File: src/rtl/x87_memstore_seq.sv
// Store sequencer behind the x87 execution unit.
// It queues memstore requests and splits each one into dword-aligned bus write beats.
module x87_memstore_seq #(
    parameter int DEPTH = 2
) (
    input  logic        clk,
    input  logic        rst,
    input  logic        st_valid,
    input  logic [1:0]  st_size,
    input  logic [63:0] st_data,
    input  logic [31:0] st_addr,
    output logic        st_full,
    output logic        wr_req,
    output logic [31:0] wr_addr,
    output logic [31:0] wr_data,
    output logic [3:0]  wr_be,
    input  logic        wr_ack,
    output logic        st_done,
    output logic        st_err
);
    // state | meaning
    // IDLE  | waiting for a queued store; pops the head and loads the first beat
    // BEAT  | wr_req held high; each ack advances to the next populated dword
    // DONE  | st_done pulse, one bubble before the next store
    typedef enum logic [1:0] {IDLE, BEAT, DONE} state_t;

    localparam int PW = $clog2(DEPTH);
    localparam int CW = PW + 1;

    logic [1:0]    q_size [DEPTH];
    logic [63:0]   q_data [DEPTH];
    logic [31:0]   q_addr [DEPTH];
    logic [PW-1:0] head, tail;
    logic [CW-1:0] count, count_next;

    state_t      state;
    logic [7:0]  mask_rem;
    logic [63:0] data_rem;

    logic        full, pop, push, bad_size, overflow;
    logic [1:0]  h_size;
    logic [63:0] h_data;
    logic [31:0] h_addr;
    logic [7:0]  mask8;
    logic [11:0] mask12;
    logic [95:0] data96;

    always_comb begin
        full       = (count == CW'(DEPTH));
        pop        = (state == IDLE) && (count != '0);
        bad_size   = st_valid && (st_size == 2'd3);
        push       = st_valid && !bad_size && (!full || pop);
        overflow   = st_valid && !bad_size && full && !pop;
        count_next = count + CW'(push) - CW'(pop);

        h_size = q_size[head];
        h_data = q_data[head];
        h_addr = q_addr[head];
        case (h_size)
            2'd0:    mask8 = 8'h03;
            2'd1:    mask8 = 8'h0F;
            default: mask8 = 8'hFF;
        endcase
        mask12 = {4'b0000, mask8} << h_addr[1:0];
        data96 = {32'b0, h_data} << {h_addr[1:0], 3'b000};
    end

    // Queue storage needs no reset; occupancy is tracked by head/tail/count.
    always_ff @(posedge clk) begin
        if (push) begin
            q_size[tail] <= st_size;
            q_data[tail] <= st_data;
            q_addr[tail] <= st_addr;
        end
    end

    always_ff @(posedge clk) begin
        if (rst) begin
            head     <= '0;
            tail     <= '0;
            count    <= '0;
            st_full  <= 1'b0;
            st_err   <= 1'b0;
            state    <= IDLE;
            wr_req   <= 1'b0;
            wr_addr  <= '0;
            wr_data  <= '0;
            wr_be    <= '0;
            st_done  <= 1'b0;
            mask_rem <= '0;
            data_rem <= '0;
        end else begin
            if (push) tail <= tail + PW'(1);
            if (pop)  head <= head + PW'(1);
            count   <= count_next;
            st_full <= (count_next == CW'(DEPTH));
            if (bad_size || overflow) st_err <= 1'b1;

            case (state)
                IDLE: begin
                    st_done <= 1'b0;
                    if (pop) begin
                        // The lowest dword always holds the first byte, so beat 0 is never empty.
                        wr_addr  <= {h_addr[31:2], 2'b00};
                        wr_data  <= data96[31:0];
                        wr_be    <= mask12[3:0];
                        mask_rem <= mask12[11:4];
                        data_rem <= data96[95:32];
                        wr_req   <= 1'b1;
                        state    <= BEAT;
                    end
                end
                BEAT: begin
                    if (wr_ack) begin
                        if (mask_rem[3:0] != 4'b0000) begin
                            wr_addr  <= wr_addr + 32'd4;
                            wr_data  <= data_rem[31:0];
                            wr_be    <= mask_rem[3:0];
                            mask_rem <= {4'b0000, mask_rem[7:4]};
                            data_rem <= {32'b0, data_rem[63:32]};
                        end else begin
                            wr_req  <= 1'b0;
                            st_done <= 1'b1;
                            state   <= DONE;
                        end
                    end
                end
                DONE: begin
                    st_done <= 1'b0;
                    state   <= IDLE;
                end
                default: state <= IDLE;
            endcase
        end
    end
endmodule

File: config.mk
export PLATFORM = sky130hd
export DESIGN_NAME = x87_memstore_seq
export DESIGN_NICKNAME = d
export VERILOG_FILES = /design/src/rtl/x87_memstore_seq.sv
export SDC_FILE = /design/constraint.sdc
export NUM_CORES = 1
export LEC_CHECK = 0
export ABC_AREA = 0
export CORE_MARGIN = 2
export CORE_UTILIZATION = 35
export DETAILED_ROUTE_END_ITERATION = 8
export PLACE_DENSITY_LB_ADDON = 0.05
export SYNTH_ARGS = -nofsm -noshare
export SYNTH_HDL_FRONTEND = slang
export SYNTH_SLANG_ARGS = --single-unit
File: constraint.sdc
create_clock -name clk -period 7.75 [get_ports clk]
set_clock_uncertainty 0.05 [all_clocks]
set_input_delay 1.9375 -clock clk [delete_from_list [all_inputs] [get_ports clk]]
set_output_delay 1.9375 -clock clk [all_outputs]
set_load 0.01 [all_outputs]
# After elaboration in Yosys (flattened, before gate mapping)
# Memory sizes are Yosys's and may differ from the RTL's. A register that Yosys moved wholly into a read port is not among the register bits.
# Index checks and enable logic that the tools add are counted.
# W data, S select, Z words.
[word_totals] inputBits=102 regBits=150 ramBits=196 elab_cells=95 out_inout_bits=72 mem_count=3
[memory_table] name="q_data" words=2 width=64 read_ports=1 rd_clocked_by_memory_dff=1 write_ports=1 line_no="31" rtl="logic [63:0] q_data [DEPTH];"
[memory_table] name="q_addr" words=2 width=32 read_ports=1 rd_clocked_by_memory_dff=1 write_ports=1 line_no="32" rtl="logic [31:0] q_addr [DEPTH];"
[memory_table] name="q_size" words=2 width=2 read_ports=1 rd_clocked_by_memory_dff=1 write_ports=1 line_no="30" rtl="logic [1:0] q_size [DEPTH];"
[classes] n_addsub=5 eq_ne=10 n_mux=40 n_shift=2 reduce_logical=22
[op_table] cell="$mux W32" n=6
[op_table] cell="$mux W64" n=3
[op_table] cell="$pmux W32 S2" n=2
[op_table] cell="$pmux W64 S2" n=1
[op_table] cell="$shl A64 B5 Y96" n=1
[op_table] cell="$add A32 B3 Y32 const B" n=1
[op_table] cell="$pmux W8 S2" n=2
[op_table] cell="$mux W8" n=3
[op_table] cell="$mux W1" n=13
[op_table] cell="$mux W4" n=3
[op_table] cell="$shl A8 B2 Y12" n=1
[op_table] cell="$eq A2 B2 Y1 const B" n=4
[op_table] cell="$ne A2 B2 Y1 const B" n=4
[op_table] cell="$pmux W4 S2" n=1
[op_table] cell="$reduce_and A4 Y1" n=2
[op_table] cell="$logic_and A1 B1 Y1" n=6
[op_table] cell="$mux W2" n=3
[op_table] cell="$reduce_and A3 Y1" n=2
[op_table] cell="$reduce_bool A2 Y1" n=3
[op_table] cell="$eq A2 B1 Y1 const B" n=2
[op_table] cell="$logic_not A2 Y1" n=2
[op_table] cell="$pmux W1 S2" n=2
[op_table] cell="$pmux W2 S2" n=1
[op_table] cell="$reduce_bool A4 Y1" n=1
[op_table] cell="6 further kinds" n=10

# Longest topological paths before layout
[logic_depth] word_depth=8 ltp_mapped=11 mapped_depth_nobuf=9

# Worst setup path after synthesis
# Ideal clock, no wire load.
[synth_timing] path_type="input -> register" start="input st_size[1]" end="memory q_addr[0][0] (enable)" setup_time_ps=556 required_time_ps=7144 path_buffers=0 t_arrival_ps=6355 path_stages=3 setup_slack_ps=789 path_cell_list="a32oi_1 nand2_1 nor2_1"
[synth_via] elab_chain_cells=7
[synth_lines] item="start: declaration" line_no="9" rtl="input logic [1:0] st_size,"
[synth_lines] item="$eq A2 B2 Y1" line_no="51" rtl="bad_size = st_valid && (st_size == 2'd3);"
[synth_lines] item="$logic_and A1 B1 Y1" line_no="51"
[synth_lines] item="$logic_not A1 Y1" line_no="52" rtl="push = st_valid && !bad_size && (!full || pop);"
[synth_lines] item="$logic_and A1 B1 Y1 (2 in series)" line_no="52"
[synth_lines] item="$mux W1" line_no="70" rtl="if (push) begin"
[synth_lines] item="$mux W1 (not written as such)" line_no="73" rtl="q_addr[tail] <= st_addr;"
[synth_lines] item="end: declaration" line_no="32"
# No other way between the ends.

# Worst setup path in the final report
[layout_timing] start="input wr_ack" end="register wr_addr[9]"
[layout_via] elab_chain_cells=2
[layout_lines] item="start: declaration" line_no="17" rtl="input logic wr_ack,"
[layout_lines] item="$ne A2 B2 Y1 (no source line)"
[layout_lines] item="$reduce_and A4 Y1 (no source line)"
[layout_lines] item="end signal: assignment" line_no="104" rtl="wr_addr <= {h_addr[31:2], 2'b00};"
[layout_lines] item="end signal: assignment" line_no="116" rtl="wr_addr <= wr_addr + 32'd4;"
[layout_lines] item="end: declaration" line_no="14" rtl="output logic [31:0] wr_addr,"
# No other way between the ends.
# A chain may end at the register's enable or synchronous reset.

==> results by group <==
CTS
  • Reg clk slew, reported paths: 60 ps
  • Clk_lat worst skew: 560 ps
  • Htree depth: 2
  • Clock sinks: 336
  • CTS tree: built
  • Cts repair resizes: 0
  • TritonCTS buffer count: 38
  • Post-CTS setup repair buffer count: 0
  • Hold buffers post-CTS: 0
  • CTS root buffer: clkbuf_16
  • CTS Buffer Depth: 3

Status
  • Outcome: completed

Cells and area
  • Area grow syn2layout: 21.7%
  • Commonest non-fill, non-tap cell in the layout: edfxtp_1
  • Nets: 1569
  • Most frequent cells in the layout: edfxtp_1, clkdlybuf4s50_1, dfxtp_1
  • Ant. Diodes: 0
  • Layout cell share with drive strength beyond 1: 11.6%
  • Final Core Density: 43.2%

Timing
  • Minimum clock period: 3890 ps
  • Endpoints failing setup: 0
  • Final setup TNS: 0 ps
  • Worst-Margin Slew: 1040 ps
  • Rel. slew slack: 30.4%
  • Tcrit/Tclk final: 50.2%
  • Final Hold Violating Endpoints: 0
  • Slew Limit Fails: 0
  • Unrepaired setup endpoints after global routing: no
  • Fmax: 257 MHz
  • Fin Hold WS: 404 ps

Setup path
  • Critical path launch point type: input port
  • Worst Path Buf+Inv: 2
  • Slowest cell on the critical path: buf_4
  • Setup CP Type: in2reg
  • Critical path launch point: wr_ack
  • CP endpoint kind: flip-flop
  • Delay of the slowest cell on the worst path: 630 ps
  • Crit path cell chain: clkdlybuf4s50_1, and3b_1, a2bb2oi_4, buf_4, a21oi_1, o22a_1, nor3_1
  • Max FO, Critical Path: 58
  • Delay-heaviest family, CP: buffers and inverters
  • Critical Path AT: 4310 ps
  • WP data required: 8160 ps

GRT
  • First-pass GRT wire length: 73600 um
  • Vias in the first global route: 11.1k
  • Largest net degree at the start of global routing: 91
  • Global route overflow: 0
  • Initial antenna violation count: 0
  • Total GRT Usage: 22.0%

Power
  • Combinational group share of total power: 36.2%
  • Peak supply drop: 0.189 mV
  • Pwr Density: 366 mW/mm^2
  • Psw: 2560 uW
  • Int Pwr: 4270 uW
  • Switch share: 37.5%
  • Pwr Total: 6830 uW
  • Leakage power: 0.00647 uW
  • Clock share of power: 26.1%
  • Sequential Power Share: 37.7%

Drt
  • Total number of vias: 11.4k
  • WL per Instance: 24.2 um
  • 1st-pass router iterations: 5
  • DR DRC count: 0
  • Vias per std cell: 5.49
  • Final WL: 50200 um
  • Iter 0 DRT Violations: 860
  • Antenna-violating nets left: 0

Synth
  • Synthesis-stage register bit count: 336
  • Synthesized area: 0.0153 sq mm
  • EDFF count, synth: 196
  • Distinct cell type count of the synthesized netlist: 76
  • YS warnings: 0
  • FFs w/ async S/R, synth: 0%
  • Fraction of the yosys area taken by sequential cells: 56.7%
  • Share of the synthesized area in the top cell type: 38.4%
  • Mapped Cells: 1337
  • Commonest register cell after synthesis: edfxtp_1
  • Synthesized area per cell: 11.5 sq um
  • Largest area contributor in the netlist: edfxtp_1
  • Synth area leaders: edfxtp_1, dfxtp_1, mux2i_1

Place
  • Port Buffer Count: 171
  • Detailed placement HPWL: 33600 um
  • Gpl congestion: 0.809

Job
  • Max-Cap Viols: 0

Die
  • Initial Util: 35.5%
  • Row count: 76
  • Die height: 213 um
  • I/O pins: 174
  • Die area: 0.0455 sq mm
  • Die Width: 213 um
  • CORE AREA: 0.0432 sq mm

Hold path
  • Hold WC Path Type: reg2reg
  • HP Start: data_rem[15]
cells by family (layout without fill, tap and decap cells):
logic type,after synthesis,count (layout),share of synthesized area [%]
buffers and inverters,111,267,3.72
adders and majority gates,3,3,0.245
AOI/OAI and AO/OA,351,351,15.3
and+or+nand+nor,344,344,10.7
muxes,187,187,13.1
other,1,2,0.0245
xor gates and xnor gates,4,4,0.229
DFF,336,336,56.7
stage by stage:
step	worst slack, ps	instance area, sq um	cells
floorplan	789	15300	1338
global placement	3400	17400	2009
detailed placement	3340	17400	2009
CTS	3900	18700	2079
global route	3750	18700	2079
finish	3860	18700	2079
cell type report:
| cell class | instances | area, sq um |
|---|---|---|
| fillers | 4138 | 24500 |
| flip-flops and latches | 336 | 8690 |
| multi-input cells | 891 | 6120 |
| repair buffers | 192 | 1870 |
| clock buffers | 56 | 1130 |
| well taps | 585 | 732 |
| clock inverters | 14 | 95.1 |
| inverters | 5 | 18.8 |
cells in the mapped netlist (7+ instances only):
| cell | n |
|---|---|
| a21oi_1 | 104 |
| buf_1 | 8 |
| a211oi_1 | 35 |
| nor2b_1 | 15 |
| nor2_1 | 111 |
| buf_4 | 24 |
| o21ai_0 | 48 |
| o211ai_1 | 26 |
| o22ai_1 | 25 |
| clkbuf_1 | 28 |
| a211o_1 | 28 |
| nor3_1 | 37 |
| a221oi_1 | 22 |
| a22oi_1 | 25 |
| edfxtp_1 | 196 |
| mux2i_1 | 126 |
| buf_2 | 45 |
| and3_1 | 9 |
| a31oi_1 | 7 |
| mux2_2 | 55 |
| nand3_1 | 14 |
| or3_1 | 13 |
| dfxtp_1 | 140 |
| nand2_1 | 98 |
power groups by stage:
stage                     registers (uW)  logic (uW)  clock network [uW]
final                               2580        2470                1780
after global routing                2610        2680                1890
after CTS                           2570        2490                1820
after detailed placement            2610        2470                   0
after global placement              2610        2460                   0
after floorplan                     2520        1590                   0
path summary, 6_finish.rpt:
kind / endpoint / slack, ps / cells past startpoint
hold reg to reg: data_rem[15] / 400 / 2
hold / removal: data_rem[15] / 400 / 2
setup / recovery: wr_addr[9] / 3860 / 7
setup reg to reg: wr_data[31] / 4320 / 7
worst register-to-register path: stages, from the launching register on:
cell and delay (ps):
dfxtp_4 670, buf_4 730, mux2i_4 360, buf_4 400, mux2_2 420, a211o_1 340, o211ai_1 190, a21oi_1 110
metal layers:
metal / vias to the layer above / routed length [um] / track usage, %
li1: 5336 / - / -
met2: 298 / 22000 / 33.0
met1: 5714 / 24800 / 32.8
met5: - / 0 / 0
met3: 60 / 2350 / 3.18
met4: 0 / 1110 / 6.27
sequential cells by signal, summed over array words and instances, names as in the netlist, named ones only:
| register | flops |
|---|---|
| q_data | 128 |
| count | 2 |
| head | 1 |
| wr_be | 4 |
| tail | 1 |
| st_done | 1 |
| wr_addr | 30 |
| q_size | 4 |
| st_err | 1 |
| wr_req | 1 |
| q_addr | 64 |
| state | 2 |
| data_rem | 56 |
| mask_rem | 7 |
| st_full | 1 |
| wr_data | 32 |
Note: power is estimated with default switching activity, not from simulation.
